`src/rtl/hex_segment_monitor.sv`:
```
// Reader side of the 7-segment encoder: debounces the active-low HEX pattern,
// decodes stable glyphs back to 5-bit codes and reports them over valid/ready.
module hex_segment_monitor #(
  parameter int unsigned STABLE_CYCLES = 4,
  parameter int unsigned CNT_W         = 8
) (
  input  logic       clk,
  input  logic       rst_n,
  input  logic [6:0] HEX,
  input  logic       ready,
  input  logic       clear,
  output logic [4:0] BINARY,
  output logic       valid,
  output logic       err,
  output logic       overrun
);

  localparam logic [CNT_W-1:0] STABLE_MAX = CNT_W'(STABLE_CYCLES);

  typedef enum logic {TRACK = 1'b0, PEND = 1'b1} state_t;

  state_t           r_state;
  logic [6:0]       r_sample;
  logic [6:0]       r_last;
  logic [CNT_W-1:0] r_cnt;
  logic             r_first;
  logic [4:0]       r_binary;
  logic             r_err;
  logic             r_overrun;

  logic             w_diff;
  logic [CNT_W-1:0] w_cnt_next;
  logic             w_stable;
  logic             w_event;
  logic             w_new;
  logic             w_report;
  logic             w_drop;
  logic [5:0]       w_dec;

  // Map a glyph to {err, code}; unknown glyphs report 1E with err.
  function automatic logic [5:0] decode(input logic [6:0] pat);
    logic [5:0] res;
    case (pat)
      7'h40:   res = {1'b0, 5'h00};
      7'h79:   res = {1'b0, 5'h01};
      7'h24:   res = {1'b0, 5'h02};
      7'h30:   res = {1'b0, 5'h03};
      7'h19:   res = {1'b0, 5'h04};
      7'h12:   res = {1'b0, 5'h05};
      7'h02:   res = {1'b0, 5'h06};
      7'h78:   res = {1'b0, 5'h07};
      7'h00:   res = {1'b0, 5'h08};
      7'h18:   res = {1'b0, 5'h09};
      7'h08:   res = {1'b0, 5'h0A};
      7'h03:   res = {1'b0, 5'h0B};
      7'h46:   res = {1'b0, 5'h0C};
      7'h21:   res = {1'b0, 5'h0D};
      7'h06:   res = {1'b0, 5'h0E};
      7'h0E:   res = {1'b0, 5'h0F};
      7'h3F:   res = {1'b0, 5'h1A};
      7'h7F:   res = {1'b0, 5'h1F};
      default: res = {1'b1, 5'h1E};
    endcase
    return res;
  endfunction

  assign w_diff     = (HEX != r_sample);
  assign w_cnt_next = w_diff ? CNT_W'(1)
                    : ((r_cnt == STABLE_MAX) ? r_cnt : r_cnt + CNT_W'(1));
  assign w_stable   = (w_cnt_next == STABLE_MAX);
  // Fires once per pattern: on the edge the counter first reaches the threshold.
  assign w_event    = w_stable && (w_diff || (r_cnt != STABLE_MAX));
  assign w_new      = r_first || (HEX != r_last);
  // While idle a saturated, unreported glyph (dropped earlier) is picked up too.
  assign w_report   = w_new && ((r_state == TRACK) ? w_stable : w_event);
  assign w_drop     = (r_state == PEND) && !ready && w_report;
  assign w_dec      = decode(HEX);

  always_ff @(posedge clk or negedge rst_n) begin
    if (!rst_n) begin
      r_state   <= TRACK;
      r_sample  <= 7'h7F;
      r_last    <= 7'h7F;
      r_cnt     <= '0;
      r_first   <= 1'b1;
      r_binary  <= 5'h1F;
      r_err     <= 1'b0;
      r_overrun <= 1'b0;
    end else begin
      r_sample <= HEX;
      r_cnt    <= w_cnt_next;
      case (r_state)
        TRACK: begin
          if (w_report) begin
            r_binary <= w_dec[4:0];
            r_err    <= w_dec[5];
            r_last   <= HEX;
            r_first  <= 1'b0;
            r_state  <= PEND;
          end
        end
        PEND: begin
          if (ready) begin
            if (w_report) begin
              r_binary <= w_dec[4:0];
              r_err    <= w_dec[5];
              r_last   <= HEX;
              r_first  <= 1'b0;
            end else begin
              r_state <= TRACK;
            end
          end
        end
        default: r_state <= TRACK;
      endcase
      if (w_drop) begin
        r_overrun <= 1'b1;
      end else if (clear) begin
        r_overrun <= 1'b0;
      end
    end
  end

  assign BINARY  = r_binary;
  assign valid   = (r_state == PEND);
  assign err     = r_err;
  assign overrun = r_overrun;

endmodule

```
`config.mk`:
```
export PLATFORM = sky130hd
export DESIGN_NAME = hex_segment_monitor
export DESIGN_NICKNAME = d
export VERILOG_FILES = /design/src/rtl/hex_segment_monitor.sv
export SDC_FILE = /design/constraint.sdc
export NUM_CORES = 1
export LEC_CHECK = 0
export CORE_ASPECT_RATIO = 1.5
export CORE_UTILIZATION = 42
export DETAILED_ROUTE_END_ITERATION = 10
export GPL_TIMING_DRIVEN = 1
export PLACE_DENSITY_LB_ADDON = 0.1
export SYNTH_ARGS = -nofsm -noshare
export SYNTH_HDL_FRONTEND = slang
export SYNTH_SLANG_ARGS = --single-unit
```
`constraint.sdc`:
```
create_clock -name clk -period 2.7 [get_ports clk]
set_clock_uncertainty 0.05 [all_clocks]
set_input_delay 0.54 -clock clk [delete_from_list [all_inputs] [get_ports clk]]
set_output_delay 0.54 -clock clk [all_outputs]
set_load 0.02 [all_outputs]
```
=== Yosys cells after proc, flatten, opt, wreduce, memory -nomap -nowiden ===
Cells that the tools add are included.

* Add/subtract/negate cells: 1
* Equality and inequality tests: 23
* Muxes and demuxes: 21
* Bitwise operators: 1
* Reductions and logical operators: 9

{| class="wikitable"
|+ Operator list
! operator !! count
|-
| $pmux 6 s18 || 1
|-
| $eq 7x7->1 const B || 5
|-
| $eq 7x6->1 const B || 4
|-
| $eq 7x5->1 const B || 3
|-
| $eq 8x3->1 const B || 2
|-
| $mux 8 || 2
|-
| $eq 7x2->1 const B || 2
|-
| $eq 7x4->1 const B || 2
|-
| $mux 7 || 2
|-
| $ne 7x7->1 || 2
|-
| $pmux 7 s2 || 1
|-
| $mux 5 || 2
|-
| $pmux 5 s2 || 1
|-
| $mux 1 || 9
|-
| $add 8x1->8 const B || 1
|-
| $ne 8x3->1 const B || 1
|-
| $eq 7x3->1 const B || 1
|-
| $logic_not 7->1 || 1
|-
| $pmux 1 s2 || 3
|-
| $logic_and 1x1->1 || 4
|-
| $logic_or 1x1->1 || 2
|-
| $ne 2x2->1 const B || 1
|-
| $reduce_bool 2->1 || 1
|-
| $logic_not 1->1 || 1
|-
| $not 1->1 || 1
|}

* Register bits: 31
* Input port bits: 11
* Output and inout port bits: 8
* Word-level logic and storage cells: 63

=== Logic depth before layout (Yosys ltp) ===
* Depth after elaboration: 10
* Mapped depth: 11
* Mapped depth without buffers: 8

=== Worst setup path before layout ===
No wires, ideal clock.

* Path kind: input port to flip-flop
* Start point: input HEX[6]
* End point: register r_binary[0], in the netlist BINARY[0]
* Arrival: 2.419 ns
* Slack: 0.149 ns
* Stages on the path: 8
* Path buffers: 2
* Path through: clkbuf_1 -> xor2_1 -> nor4_1 -> nand4_1 -> a211o_1 -> nand4_4 -> buf_12 -> mux2_4

* Word-level cells in the longest chain between the ends: 9
* Elaborated cells between the ends (all ways): 31

{| class="wikitable"
|+ Ends and longest elaborated chain
! item !! line !! source
|-
| from (decl) || 9 || <nowiki>input logic [6:0] HEX,</nowiki>
|-
| $ne 7x7->1 || 67 || <nowiki>assign w_diff = (HEX != r_sample);</nowiki>
|-
| $mux 8 || 68 || <nowiki>assign w_cnt_next = w_diff ? CNT_W'(1)</nowiki>
|-
| $eq 8x3->1 || 70 || <nowiki>assign w_stable = (w_cnt_next == STABLE_MAX);</nowiki>
|-
| $logic_and 1x1->1 || 72 || <nowiki>assign w_event = w_stable && (w_diff || (r_cnt != STABLE_MAX));</nowiki>
|-
| $mux 1 || 75 || <nowiki>assign w_report = w_new && ((r_state == TRACK) ? w_stable : w_event);</nowiki>
|-
| $logic_and 1x1->1 || 75 ||
|-
| $mux 5 (*) || 94, 104 ||
|-
| $mux 5 || 103 || <nowiki>if (ready) begin</nowiki>
|-
| $pmux 5 s2 (*) || 92 || <nowiki>case (r_state)</nowiki>
|-
| to (signal assigned) || 95 || <nowiki>r_binary <= w_dec[4:0];</nowiki>
|-
| to (signal assigned) || 105 || <nowiki>r_binary <= w_dec[4:0];</nowiki>
|-
| to (decl) || 27 || <nowiki>logic [4:0] r_binary;</nowiki>
|}

Every way passes the cells marked *; elsewhere a longest branch is shown, timed or not. The select of a mux whose other input is x is not followed.
A chain may end at the register's enable or synchronous reset.

=== Final worst setup path ===
* Start point: input HEX[6]
* End point: register r_binary[2], in the netlist BINARY[2]

Same word-level chain as after synthesis.

==> out/qor.csv <==
metric,value,unit
outcome,"complete, no violations",
crit_chain,clkdlybuf4s50_1 -> buf_4 -> nand4_1 -> or3b_2 -> a31o_2 -> nand4b_1 -> nand4_1 -> mux2_4,
slowest_delay,0.50,ns
synthMuxAreaShare,0.09290,
synth_edf_count,0,
crit_fanout,19,
first_pass_iters,4,
critPathLaunchType,input pin,
drtAntennaViolNets,0,
synthArstFlopShare,1.000,
drc_errors,0,
vdd_drop_max,0.0002178,V
fin_nets,243,
io_pins,19,
drt_iter0_drc,60,
synth_commonest_cells,"20 x dfstp_2, 15 x xor2_1, 13 x clkbuf_1",
synth_seq_cells,31,
die_area,0.004899,sq mm
final_layout_size_suffix_gt1_frac,0.3160,
ys.flop_type,dfstp_2,
cts-root-buf,clkbuf_8,
ys_seq_area_frac,0.4129,
syn_inst,194,
synth.avg_cell_area,9.997,sq um
arrival,2.76,ns
dr_total_vias,1568,
end_kind,flip-flop,
stdcell_area,0.002424,sq mm
synthXorXnorAreaFrac,0.1039,
start_util,0.4491,
rsz0062_at_grt,no,
clkTransAtPathRegs,0.06,ns
finish.utilization,0.5613,
critical_path_class,in2reg,
cts_buffer_depth,2,
antenna_found_initial,0,
path_common_cell,nand4_1,
gp_congestion,0.7805,
rows,29,
synth_top_family_by_area,simple AND/OR/NAND/NOR gates,
core-area,0.004318,sq mm
hold_violations,0,
yosysTopAreaCell,dfstp_2,
cts-hold-fix-buffers,0,
numClockSinks,31,
fmax,0.3837,GHz
tightest_slew,0.4620,ns
synth_nets,207,
synth_area,0.001939,sq mm
hpwl,3158,um
area_growth,24.97,%
synth.most_common_cell,dfstp_2,
clock_latency,0.28,ns
grt_overflow_total,0,
synth_adder_area_share,0.01290,
postPlaceCellArea,0.002295,sq mm
min_period,2.606,ns
wl_per_cell,15.32,um
cts_tree,done,
yosysWarnings,0,
path_buf_inv,2,
p_per_area,410.6,mW/mm^2
p_leak,0.001011,uW
cap_violations,0,
grt_first_pass_wirelength,7624,um
synth.top_cell.area_share,0.2710,
relSlewSlack,0.6892,
synth-compound-area-share,0.08581,
synth_area_leaders,"dfstp_2 27%, dfrtp_1 14%, xor2_1 6.8%, mux2_4 5.4%, xnor2_1 3.6%",
port_buffers,18,
via_per_inst,5.661,
die_y,85.23,um
setup_tns,0,ns
finalMaxSlewViolations,0,
routed_wl,4245,um
required,2.85,ns
cp_slowest_cell,clkdlybuf4s50_1,
grt_use_total,0.1996,
hp-class,reg2reg,
ys_types,49,
die_x,57.48,um
synthSimpleGateAreaFrac,0.2381,
crit_family,simple AND/OR/NAND/NOR gates,
reg2reg_slack,0.24,ns
first_global_vias,1614,
min_period_over_period,0.9653,
setup_viol,0,
diodes,0,
htree_levels,2,
total_power,995.2,uW
timing.hold.ws,0.4170,ns
numCtsBuffers,5,
grt_start_max_net_pins,32,
per-stage QoR:
step | instances | setup slack, ns
after global routing | 277 | 0.005422
after global placement | 268 | -0.1764
after CTS | 276 | 0.08787
final | 277 | 0.09378
after floorplan | 194 | 0.1485
after detailed placement | 268 | -0.1933
power by group:
part | switching, uW | internal (uW)
Clock | 164 | 232
Sequential | 2.83 | 477
Combinational | 65.0 | 54.2
Total | 232 | 763
worst paths after layout:
| kind | start | end | cells past startpoint |
|---|---|---|---|
| worst max-delay path | HEX[6] | BINARY[2] | 8 |
| worst min-delay path | BINARY[3] | BINARY[3] | 2 |
| worst max register to register | r_cnt[6] | err | 7 |
| worst min register to register | BINARY[3] | BINARY[3] | 2 |
| max in group asynchronous | rst_n | BINARY[3] | 2 |
| min in group asynchronous | rst_n | r_cnt[6] | 2 |
worst reg2reg max path, cell delays in order (launching register included):
cell	delay (ns)
dfrtp_1	0.43
or3_4	0.36
or4_1	0.53
mux2i_1	0.18
a21oi_2	0.25
nand4_4	0.23
buf_4	0.20
mux2i_1	0.11
layout by cell type (no fill, tap or decap), types with 3 or more instances in the layout:
master and count:
xnor2_1 8, clkbuf_8 7, o21ai_0 5, mux2i_1 3, nand3_1 7, nor2_1 12, nand4_1 7, nor3b_1 4
dfrtp_1 11, nand2_1 10, mux2_4 7, inv_1 7, and3_1 3, clkdlybuf4s50_1 18, xor2_1 15, nor4_1 8
dfstp_2 20, nor3_1 7, a21oi_1 5, buf_4 25, mux2_2 4
area by class of cell:
cell class / count / area [sq um]
clock buffers: 8 / 100.1
fillers: 392 / 1894
inverters: 7 / 26.28
multi-input cells: 141 / 1060
flip-flops and latches: 31 / 800.8
well taps: 46 / 57.56
repair buffers: 44 / 379.1
logic make-up (layout without fill, tap and decap cells):
family,after synthesis,in the layout
and+or+nand+nor,77,78
DFF,31,31
AOI/OAI and AO/OA,24,24
xor gates and xnor gates,23,23
buffers and inverters,23,59
muxes,14,14
adders and majority gates,2,2
flip-flops by register name, indices dropped and copies added, names as in the netlist:
name	count
BINARY	5
r_sample	7
r_first	1
overrun	1
err	1
r_cnt	8
r_last	7
valid	1
repair_timing:
item	CTS	global route
buffers inserted	0	0
setup endpoints to repair	0	13
gates resized for setup	0	3
per-layer routing:
| metal | GRT usage | wire [um] |
|---|---|---|
| met1 | 0.2237 | 1682 |
| met2 | 0.3562 | 2349 |
| met3 | 0.04116 | 77 |
| met4 | 0.08647 | 135 |
| met5 | 0 | 0 |
Power figures use the tool's default switching activity.
